===== config.mk =====
export PLATFORM = sky130hd
export DESIGN_NAME = bcd_scan_display
export DESIGN_NICKNAME = d
export VERILOG_FILES = /design/src/rtl/bcd_scan_display.sv
export SDC_FILE = /design/constraint.sdc
export NUM_CORES = 1
export LEC_CHECK = 0
export ABC_AREA = 1
export BUFFER_PORTS_ARGS = -buffer_cell sky130_fd_sc_hd__buf_2
export CORE_MARGIN = 10
export CORE_UTILIZATION = 40
export DETAILED_ROUTE_END_ITERATION = 6
export GPL_TIMING_DRIVEN = 1
export RECOVER_POWER = 100
export SKIP_CTS_REPAIR_TIMING = 1
export SYNTH_ARGS = -nofsm -noshare
export SYNTH_HDL_FRONTEND = slang
export SYNTH_SLANG_ARGS = --single-unit

===== constraint.sdc =====
create_clock -name clk -period 1.89 [get_ports clk]
set_input_delay 0 -clock clk [delete_from_list [all_inputs] [get_ports clk]]
set_output_delay 0 -clock clk [all_outputs]
set_load 0.1 [all_outputs]

===== src/rtl/bcd_scan_display.sv =====
// bcd_scan_display
// Four-digit multiplexed 7-segment driver. A packed BCD word is captured into
// a hold register on a load strobe. The held digits are scanned onto one
// shared active-low segment bus, using active-low digit selects. Every digit
// slot starts with one all-off cycle so that the previous digit cannot ghost.
//
// Parameters:
//   DIV  clocks per digit slot (1 blank + DIV-1 drive cycles), legal 2..256
// Ports:
//   clk  rising-edge clock
//   r    synchronous active-high reset (overrides LE)
//   LE   load enable, captures D on the rising edge while high
//   D    packed BCD digits, D[3:0] = digit 0 ... D[15:12] = digit 3
//   SEG  registered segments {g,f,e,d,c,b,a}, active-low
//   AN   registered digit selects, active-low one-hot or all-ones
//
// Optional feature: define BCD_SCAN_LZB_EN to enable leading-zero blanking.
// Digits 3..1 are then kept dark when they and every more-significant digit
// are zero. Digit 0 always shows.

module bcd_scan_display #(
  parameter int DIV = 4
) (
  input  logic        clk,
  input  logic        r,
  input  logic        LE,
  input  logic [15:0] D,
  output logic [6:0]  SEG,
  output logic [3:0]  AN
);

  localparam int CW = $clog2(DIV);
  localparam logic [CW-1:0] CNT_MAX = CW'(DIV - 1);
  localparam logic [6:0] SEG_OFF = 7'b1111111;
  localparam logic [3:0] AN_OFF  = 4'b1111;

  logic [15:0]   hold;
  logic [CW-1:0] cnt;
  logic [1:0]    idx;

  logic [CW-1:0] cntNext;
  logic [1:0]    idxNext;
  logic [3:0]    nibble;
  logic          lzBlank;
  logic [6:0]    segNext;
  logic [3:0]    anNext;

  // Active-low segment patterns, ordered g..a. Codes 10..15 are not valid
  // BCD, so they show a lone dash on segment g. That way a miswired counter
  // is visible rather than silently hidden.
  function automatic logic [6:0] decode(input logic [3:0] n);
    case (n)
      4'd0:    decode = 7'b1000000;
      4'd1:    decode = 7'b1111001;
      4'd2:    decode = 7'b0100100;
      4'd3:    decode = 7'b0110000;
      4'd4:    decode = 7'b0011001;
      4'd5:    decode = 7'b0010010;
      4'd6:    decode = 7'b0000010;
      4'd7:    decode = 7'b1111000;
      4'd8:    decode = 7'b0000000;
      4'd9:    decode = 7'b0010000;
      default: decode = 7'b0111111;
    endcase
  endfunction

  // Slot counter and digit index advance. The index steps only when the
  // counter wraps. The 2-bit index rolls 3 -> 0 naturally.
  always_comb begin
    cntNext = cnt + CW'(1);
    idxNext = idx;
    if (cnt == CNT_MAX) begin
      cntNext = '0;
      idxNext = idx + 2'd1;
    end
  end

  // Select the nibble of the digit currently being scanned. All decisions
  // below use the pre-edge hold value, so a capture on this edge shows up
  // one cycle later.
  always_comb begin
    nibble = hold[3:0];
    case (idx)
      2'd0: nibble = hold[3:0];
      2'd1: nibble = hold[7:4];
      2'd2: nibble = hold[11:8];
      2'd3: nibble = hold[15:12];
      default: nibble = hold[3:0];
    endcase
  end

  // Leading-zero blanking. A digit is dark when its own nibble and every
  // more-significant nibble are zero. Digit 0 is excluded so that a zero
  // word still reads "0".
  always_comb begin
    lzBlank = 1'b0;
`ifdef BCD_SCAN_LZB_EN
    case (idx)
      2'd3:    lzBlank = (hold[15:12] == 4'd0);
      2'd2:    lzBlank = (hold[15:8]  == 8'd0);
      2'd1:    lzBlank = (hold[15:4]  == 12'd0);
      default: lzBlank = 1'b0;
    endcase
`endif
  end

  // Next output values. Slot position 0 is the anti-ghosting blank cycle.
  // Selects are built from a one-hot shift, so at most one bit is ever low.
  always_comb begin
    anNext  = AN_OFF;
    segNext = SEG_OFF;
    if (cnt != '0 && !lzBlank) begin
      anNext  = ~(4'b0001 << idx);
      segNext = decode(nibble);
    end
  end

  // State and output registers. Reset wins over load. Capture runs
  // independently of where the scan currently is.
  always_ff @(posedge clk) begin
    if (r) begin
      hold <= 16'h0000;
      cnt  <= '0;
      idx  <= 2'd0;
      AN   <= AN_OFF;
      SEG  <= SEG_OFF;
    end else begin
      if (LE) begin
        hold <= D;
      end
      cnt <= cntNext;
      idx <= idxNext;
      AN  <= anNext;
      SEG <= segNext;
    end
  end

endmodule


# Word-level counts from Yosys, hierarchy flattened
# Memories as Yosys holds them, arrays and structs flattened. A register that Yosys moved wholly into a read port is not among the register bits.
# Cells that the tools add are included.
[classes] add_sub_neg=2 n_eq_ne=4 n_shift=1 n_mux=1 n_bitwise=2 n_reduce_logical=4
[ops] cell="case mux 4 bit (4 select lines)" n=1
[ops] cell="equality test 2 bit, second input constant" n=3
[ops] cell="adder 2 x 1 -> 2 bit, second input constant" n=2
[ops] cell="inverter 4 bit" n=1
[ops] cell="OR reduction 2 bit" n=2
[ops] cell="<< shifter 1 x 2 -> 4 bit, first input constant" n=1
[ops] cell="equality test 2 x 1 -> 1 bit, second input constant" n=1
[ops] cell="logical NOT 2 bit" n=1
[ops] cell="nonzero test 2 bit" n=1
[ops] cell="inverter 1 bit" n=1
[totals] regBits=24 mem_bits_ro=112 input_bits=19 n_memories=1
[mem_list] memory="(no name shown)" words=16 width=7 rd=1 rd_clocked_by_memory_dff=1 write_ports=0 line_no="52" rtl="case (n)"

# Logic depth before layout (Yosys ltp)
# Gate-level depths: netlist of the first run.
[logic_depth] depth_word=3 mapped_depth=11

# Worst setup path before layout of the first run
# No wires, ideal clock.
[synth_timing] kind="register to register" startpoint="reg idx[0]" endpoint="reg SEG[3]" arrival_time_ps=1500 required_time_ps=1771 slack_ps=271 path_stages_with_launch=12 synth_period_minus_slack_ps=1619 cell_sequence="dfxtp_1 inv_1 ha_1 inv_2 nor2_1 o21bai_1 ha_1 inv_1 nand2_1 nand2_1 nand2_1 nand2_1"
[synth_via] elab_chain_len=2 elab_cells_between_ends=5 classes_between="3 x eq/ne; 1 x mux; 1 x reduce/logical"
[synth_lines] item="start, declared" line_no="39" rtl="logic [1:0] idx;"
[synth_lines] item="start signal, assigned" line_no="132" rtl="idx <= idxNext;"
[synth_lines] item="equality test 2 bit, or another cell as far along" line_no="83" rtl="case (idx)"
[synth_lines] item="case mux 4 bit (4 select lines) (*)" line_no="83"
[synth_lines] item="end, declared" line_no="28" rtl="output logic [6:0] SEG,"
# Mark *: on every way between the ends. The rest lies on a longest branch, timed or not.
# A chain may end at the register's enable or synchronous reset.

# Worst setup path in the final report of the first run
# Ends and elaborated chain as after synthesis.

==> metrics.csv, run 1 <==
stage;metric;value;unit
run_status;run status;finished, final reports clean;
clock_tree;maximum level of the CTS H-tree;2;
detailed_routing;detailed-route wire length;2996;um
global_route;antenna violations before repair;0;
final_layout;net total in the final layout;260;
yosys;Synth cell types;21;
worst_setup_path;critical path type;flop to flop;
placed_design;setup slack after placement;93.54;ps
yosys;adder-cell share of the synthesized area;9.124;%
floorplan;floorplan die width;78.55;um
sta;Slew Limit Headroom;21.73;%
hold_path;class of the worst hold path;input port to flop;
placed_design;global placement routability congestion;0.8245;
sta;worst hold margin;49.40;ps
yosys;xor-xnor portion of the synthesized cell area;0.6387;%
yosys;area share of and/or/nand/nor cells after synthesis;30.02;%
detailed_routing;met2 routed WL;1467;um
sta;final worst slack;173.6;ps
clock_tree;number of buffers created by CTS;5;
detailed_routing;routed length per instance;10.82;um
yosys;multiplexer share of the synthesized area;0;%
global_route;maximum number of pins on one net before global-route repair;22;
yosys;total nets after synthesis;211;
yosys;cell with the most instances after synthesis;nand2_1;
detailed_routing;highest layer used for signal routing;met4;
detailed_routing;Met3 Routed Length;188;um
sta;endpoints failing setup;0;
yosys;share of the yosys chip area belonging to registers;45.26;%
placed_design;DP HPWL;2238;um
yosys;most instantiated cells after synthesis;77 x nand2_1, 31 x dfxtp_1, 17 x a21oi_1;
yosys;leading area contributor after synthesis;dfxtp_1;
yosys;post-synthesis instance total;182;
detailed_routing;remaining number of nets flagged by the antenna check after routing;0;
detailed_routing;number of vias in the routed layout;1240;
final_layout;antenna fix cells;0;
yosys;fraction of synthesized cell area taken by the top area cell type;45.26;%
final_layout;ratio of cells with drive above 1 in the final layout;16.02;%
detailed_routing;initial drt markers;36;
global_route;wire length of the first global-routing pass;4947;um
sta;portion of the clock cycle consumed by the worst path in the final layout;90.82;%
worst_setup_path;Req. time, crit path;2110;ps
yosys;mean instance size in the synthesized netlist;7.535;um^2
power;Pwr per Cell Area;875.2;nW/um^2
global_route;global route overflow;0;
yosys;dominant combinational cell family by area after synthesis;simple AND/OR/NAND/NOR gates;
sta;Hold Vio Cnt, Final;0;
yosys;number of synthesized register bits;31;
global_route;Tot GR Track Use;9.918;%
final_layout;post-layout instance count excluding filler cells;277;
placed_design;number of cells in the design after placement;254;
yosys;async set or reset register ratio after synthesis;0;%
yosys;number of enable-type register cells in the synthesized netlist;0;
sta;highest clock frequency the design can meet;0.5826;GHz
detailed_routing;Met1 Wirelength;1290;um
floorplan;top-level I/O count;30;
clock_tree;Reg clk slew, reported paths;90;ps
yosys;flip-flop cell with the highest count after synthesis;dfxtp_1;
detailed_routing;Detailed Routing Iterations Pass 1;4;
yosys;count of synthesis-stage warnings from yosys;0;
clock_tree;CTS tree;yes;
yosys;Mapped Area;1371;um^2
clock_tree;clk buf depth;2;
final_layout;fillcell total;348;
yosys;largest cells by area after synthesis;dfxtp_1 45%, nand2_1 21%, ha_1 9.1%, a21oi_1 6.2%, nor2_1 3.3%;
sta;transition at the pin with the smallest max-transition slack;1179;ps
sta;max-slew violation count;0;
power;Lkg Pwr;0.7897;nW
floorplan;initial standard-cell utilization of the core;41.09;%
sta;setup repair after global routing missed its margin;true;
worst_setup_path;sort of element at the end of the critical path;flop;
yosys;post-synthesis compound-gate area fraction;10.13;%
power;VDD IR-drop max;0.5287;mV
clock_tree;count of clock tree sinks;31;
sta;clock period minus worst slack;1716;ps
floorplan;die footprint;6170;um^2
sta;Max Clock Skew;5.389;ps
final_layout;Area Growth Syn to Fin;29.56;%
floorplan;die extent in y;78.55;um
job;maximum capacitance violations;0;
detailed_routing;via-per-instance ratio;4.477;
worst_setup_path;data arrival at the endpoint of the critical path;1930;ps
worst_setup_path;category of the worst setup path launch point;flop;
floorplan;Core ar.;3337;um^2
floorplan;number of core rows;21;
detailed_routing;residual DRC count;0;
worst_setup_path;crit-path max FO;8;
clock_tree;root buf cell;clkbuf_4;
global_route;number of global-route vias before repair;1157;
placed_design;port bufs;29;
clock_tree;clock latency reported for the late side of the worst-skew pair;330;ps
==> cell type report <==
cell class	instances	area [um^2]	share of cell area (%)
Clock buffer	6	51.30	2.887
Tap cell	46	57.56	3.239
Clock inverter	1	5.005	0.2817
Inverter	12	45.04	2.535
Sequential cell	31	625.6	35.21
Multi-Input combinational cell	134	690.7	38.87
Timing Repair Buffer	47	301.5	16.97
==> worst paths after layout <==
kind                from  endpoint  slack, ps  cells past startpoint
hold / removal         r    idx[0]         50                      2
setup reg to reg  idx[0]    SEG[3]        170                     11
hold reg to reg   cnt[0]    cnt[0]        460                      1
setup / recovery  idx[0]    SEG[3]        170                     11
==> layout by cell type (no fill, tap or decap), types with 2 or more instances in the layout <==
master / count
nand2_1: 77
dfxtp_1: 29
a21oi_1: 17
buf_2: 17
dlygate4sd3_1: 16
clkbuf_1: 13
inv_1: 11
nor2_1: 11
ha_1: 10
nand3_1: 6
clkbuf_4: 5
nor2_2: 2
nand2_2: 2
==> where the power goes <==
part	total (mW)	leakage, nW	internal (mW)	switching (mW)
clock network	0.379	0.0341	0.172	0.207
registers	0.725	0.257	0.703	0.0216
logic	0.451	0.499	0.124	0.327
==> worst max-delay path, stage by stage (launching register included) <==
cell and delay, ps:
dfxtp_4 370, inv_1 70, ha_1 210, inv_2 120, nor2_1 80, o21bai_2 210, ha_1 300, inv_1 40
nand2_1 50, nand2_1 50, nand2_1 50, nand2_1 40
==> per-stage QoR <==
stage	utilization [%]	setup TNS, ps	instance area (um^2)	total power, mW
2_1_floorplan	-	0	1371	1.092
3_3_place_gp	46.98	0	1568	1.170
3_5_place_dp	46.98	0	1568	1.175
4_1_cts	48.67	0	1624	1.559
5_1_grt	53.24	-18.67	1777	1.656
6_report	53.24	0	1777	1.555
==> flip-flops by register name, summed over array words and instances, names as in the netlist <==
| signal | flops |
|---|---|
| hold | 16 |
| SEG | 7 |
| AN | 4 |
| cnt | 2 |
| idx | 2 |
==> cell families (layout without fill, tap and decap cells) <==
kind of cell	Yosys count	in the layout
buffers and inverters	17	66
DFF	31	31
adders and majority gates	10	10
AOI/OAI and AO/OA	21	21
xor gates and xnor gates	1	1
and+or+nand+nor	102	102
==> layer usage <==
| layer | global-route usage [%] | vias to the layer above |
|---|---|---|
| li1 | - | 662 |
| met1 | 10.91 | 548 |
| met2 | 15.54 | 25 |
| met3 | 5.125 | 5 |
| met4 | 4.659 | 0 |
| met5 | 0 | - |
Note: power is estimated with default switching activity, not from simulation.
==> run 2: changes to the inputs <==
--- a/config.mk
+++ b/config.mk
@@ -11,7 +11,9 @@
 export CORE_UTILIZATION = 40
 export DETAILED_ROUTE_END_ITERATION = 6
 export GPL_TIMING_DRIVEN = 1
+export PLACE_DENSITY = 0.69
 export RECOVER_POWER = 100
+export SETUP_SLACK_MARGIN = 0.3
 export SKIP_CTS_REPAIR_TIMING = 1
 export SYNTH_ARGS = -nofsm -noshare
 export SYNTH_HDL_FRONTEND = slang
==> run 2 against run 1 <==
  * Clock-buffer cell count down 1
  * Clock skew up 0.58 ps
  * Cell count up 5.4%
  * First-iteration DRC count rose to 2.5 times the previous value
  * Combinational power up 24%
  * Sequential share of layout area down 5.0 points
  * Cell area up 16%
  * Fmax up 0.41%
  * Register-to-register slack about the same
  * Largest cell class unchanged
  * Highest routed layer unchanged
==> metrics.csv, run 2 (same netlist as run 1, synthesis figures left out) <==
stage;metric;value;unit;change
final_layout;commonest cells after routing, fill and taps aside;70 x nand2_1, 30 x dfxtp_1, 20 x dlygate4sd3_1;;was 77 x nand2_1, 29 x dfxtp_1, 17 x a21oi_1, 17 x buf_2, 16 x dlygate4sd3_1
detailed_routing;residual DRC count;0;;unchanged
placed_design;global placement routability congestion;0.8418;;was 0.8245
final_layout;commonest non-fill, non-tap cell in the layout;nand2_1;;unchanged
worst_setup_path;cells traversed along the worst timing path;inv_4, ha_4, nand2_1, nand2_2, o21bai_4, ha_4, inv_2, nand2_2, nand2_1, nand2_1, nand2_1;;was inv_1, ha_1, inv_2, nor2_1, o21bai_2, ha_1, inv_1, nand2_1, nand2_1, nand2_1, nand2_1
detailed_routing;Detailed Routing Iterations Pass 1;6;;was 4
global_route;maximum number of pins on one net before global-route repair;22;;unchanged
final_layout;Reg with most FFs;hold;;unchanged
placed_design;port bufs;29;;unchanged
clock_tree;root buf cell;clkbuf_4;;unchanged
clock_tree;maximum level of the CTS H-tree;2;;unchanged
final_layout;ratio of cells with drive above 1 in the final layout;28.46;%;was 16.02%
worst_setup_path;category of the worst setup path launch point;flop;;unchanged
detailed_routing;routed length per instance;12.72;um;was 10.82 um
floorplan;die footprint;6170;um^2;unchanged
floorplan;Core ar.;3337;um^2;unchanged
final_layout;number of flip-flops under the largest register name;16;;unchanged
sta;worst hold margin;49.00;ps;was 49.40 ps
sta;portion of the clock cycle consumed by the worst path in the final layout;90.45;%;was 90.82%
worst_setup_path;critical register-to-register path startpoint;idx[0];;unchanged
hold_path;hold path endpoint;idx[1];;was idx[0]
sta;Slew Limit Headroom;22.18;%;was 21.73%
power;overall power after layout;1.652;mW;was 1.555 mW
worst_setup_path;worst-path cell with the longest stage delay;dfxtp_1;;was dfxtp_4
power;Lkg Pwr;0.8880;nW;was 0.7897 nW
hold_path;class of the worst hold path;input port to flop;;unchanged
power;Pwr per Cell Area;799.6;nW/um^2;was 875.2 nW/um^2
detailed_routing;detailed-route wire length;3715;um;was 2996 um
global_route;global route overflow;0;;unchanged
detailed_routing;via-per-instance ratio;4.610;;was 4.477
sta;highest clock frequency the design can meet;0.5850;GHz;was 0.5826 GHz
worst_setup_path;Critical path buffers and inverters;2;;was 3
clock_tree;Reg clk slew, reported paths;90;ps;about the same
power;VDD IR-drop max;0.4626;mV;was 0.5287 mV
clock_tree;number of buffers created by CTS;5;;unchanged
floorplan;number of core rows;21;;unchanged
run_status;run status;finished, final reports clean;;unchanged
global_route;Tot GR Track Use;10.19;%;was 9.918%
floorplan;initial standard-cell utilization of the core;41.09;%;unchanged
global_route;wire length of the first global-routing pass;5071;um;was 4947 um
clock_tree;clk buf depth;2;;unchanged
job;maximum capacitance violations;0;;unchanged
detailed_routing;initial drt markers;91;;was 36
global_route;number of global-route vias before repair;1150;;was 1157
sta;max-slew violation count;0;;unchanged
placed_design;DP HPWL;2122;um;was 2238 um
global_route;antenna violations before repair;0;;unchanged
clock_tree;count of clock tree sinks;31;;unchanged
worst_setup_path;sort of element at the end of the critical path;flop;;unchanged
worst_setup_path;crit-path max FO;5;;was 8
detailed_routing;remaining number of nets flagged by the antenna check after routing;0;;unchanged
worst_setup_path;data arrival at the endpoint of the critical path;2000;ps;was 1930 ps
worst_setup_path;critical register-to-register path endpoint;SEG[3];;unchanged
sta;final-layout setup total negative slack;0;ps;unchanged
sta;transition at the pin with the smallest max-transition slack;1172;ps;was 1179 ps
sta;Max Clock Skew;5.970;ps;was 5.389 ps
worst_setup_path;critical path's largest stage delay;470;ps;was 370 ps
clock_tree;clock latency reported for the late side of the worst-skew pair;340;ps;was 330 ps
detailed_routing;number of vias in the routed layout;1346;;was 1240
hold_path;worst hold path stage count;2;;unchanged
worst_setup_path;Req. time, crit path;2180;ps;was 2110 ps
final_layout;antenna fix cells;0;;unchanged
sta;Hold Vio Cnt, Final;0;;unchanged
worst_setup_path;Critical Path Stages;11;;unchanged
floorplan;die extent in y;78.55;um;unchanged
sta;clock period minus worst slack;1709;ps;was 1716 ps
sta;endpoints failing setup;0;;unchanged
worst_setup_path;Worst Reg2Reg Path Length in Cells;11;;unchanged
worst_setup_path;Worst path most repeated cell;nand2_1;;unchanged
floorplan;floorplan die width;78.55;um;unchanged
worst_setup_path;kind of cell adding the most delay to the critical path;flip-flops;;was adder cells
clock_tree;CTS tree;yes;;unchanged
sta;setup repair after global routing missed its margin;true;;unchanged
final_layout;net total in the final layout;274;;was 260
final_layout;final core utilization;61.90;%;was 53.24%
hold_path;startpoint of the most critical hold path;r;;unchanged
worst_setup_path;worst-case register-to-register setup slack;180;ps;was 170 ps
floorplan;top-level I/O count;30;;unchanged
final_layout;largest registers in the final layout;hold x16, SEG x7, AN x4;;unchanged
final_layout;Area Growth Syn to Fin;50.64;%;was 29.56%
worst_setup_path;critical path type;flop to flop;;unchanged
run 2: cell count changes in the layout (fill, tap and decap cells not counted), sizes merged:
cell         previous run  this run
dlygate4sd3            16        20
clkinv                  1         3
buf                    18        29
clkbuf                 19        17
run 2: final cells by class:
type                    count  area (um^2)
clock inverters             3        15.01
inverters                  12        60.06
multi-input cells         134        845.8
well taps                  46        57.56
flip-flops and latches     31        624.3
repair buffers             61        425.4
clock buffers               5        37.54
fillers                   295         1271
run 2: worst max path at each step:
stage	startpoint	slack [ps]	end
floorplan	idx[1]	310	SEG[4]
global placement	idx[1]	100	SEG[4]
detailed placement	idx[1]	70	SEG[4]
CTS	idx[1]	30	SEG[4]
global route	idx[0]	70	SEG[4]
finish	idx[0]	180	SEG[3]
run 2: power breakdown:
| part | total, mW | internal (mW) | switching (mW) |
|---|---|---|---|
| registers | 0.728 | 0.702 | 0.0257 |
| clock network | 0.365 | 0.138 | 0.227 |
| logic | 0.559 | 0.184 | 0.375 |
run 2: metrics by stage:
stage | cells | setup slack, ps | instance area [um^2]
after floorplan | 182 | 311.6 | 1373
after global placement | 254 | 97.27 | 1569
after detailed placement | 254 | 69.53 | 1569
after CTS | 262 | 30.32 | 1622
after global routing | 292 | 69.17 | 2066
final | 292 | 180.6 | 2066
run 2: metal layers:
metal | part of all wire (%) | GRT usage, % | routed length (um) | vias to the layer above
li1 | - | - | - | 689
met1 | 41 | 11.82 | 1530 | 613
met2 | 49 | 15.21 | 1833 | 33
met4 | 2.8 | 5.376 | 105 | 0
met5 | 0 | 0 | 0 | -
met3 | 6.6 | 4.897 | 246 | 11
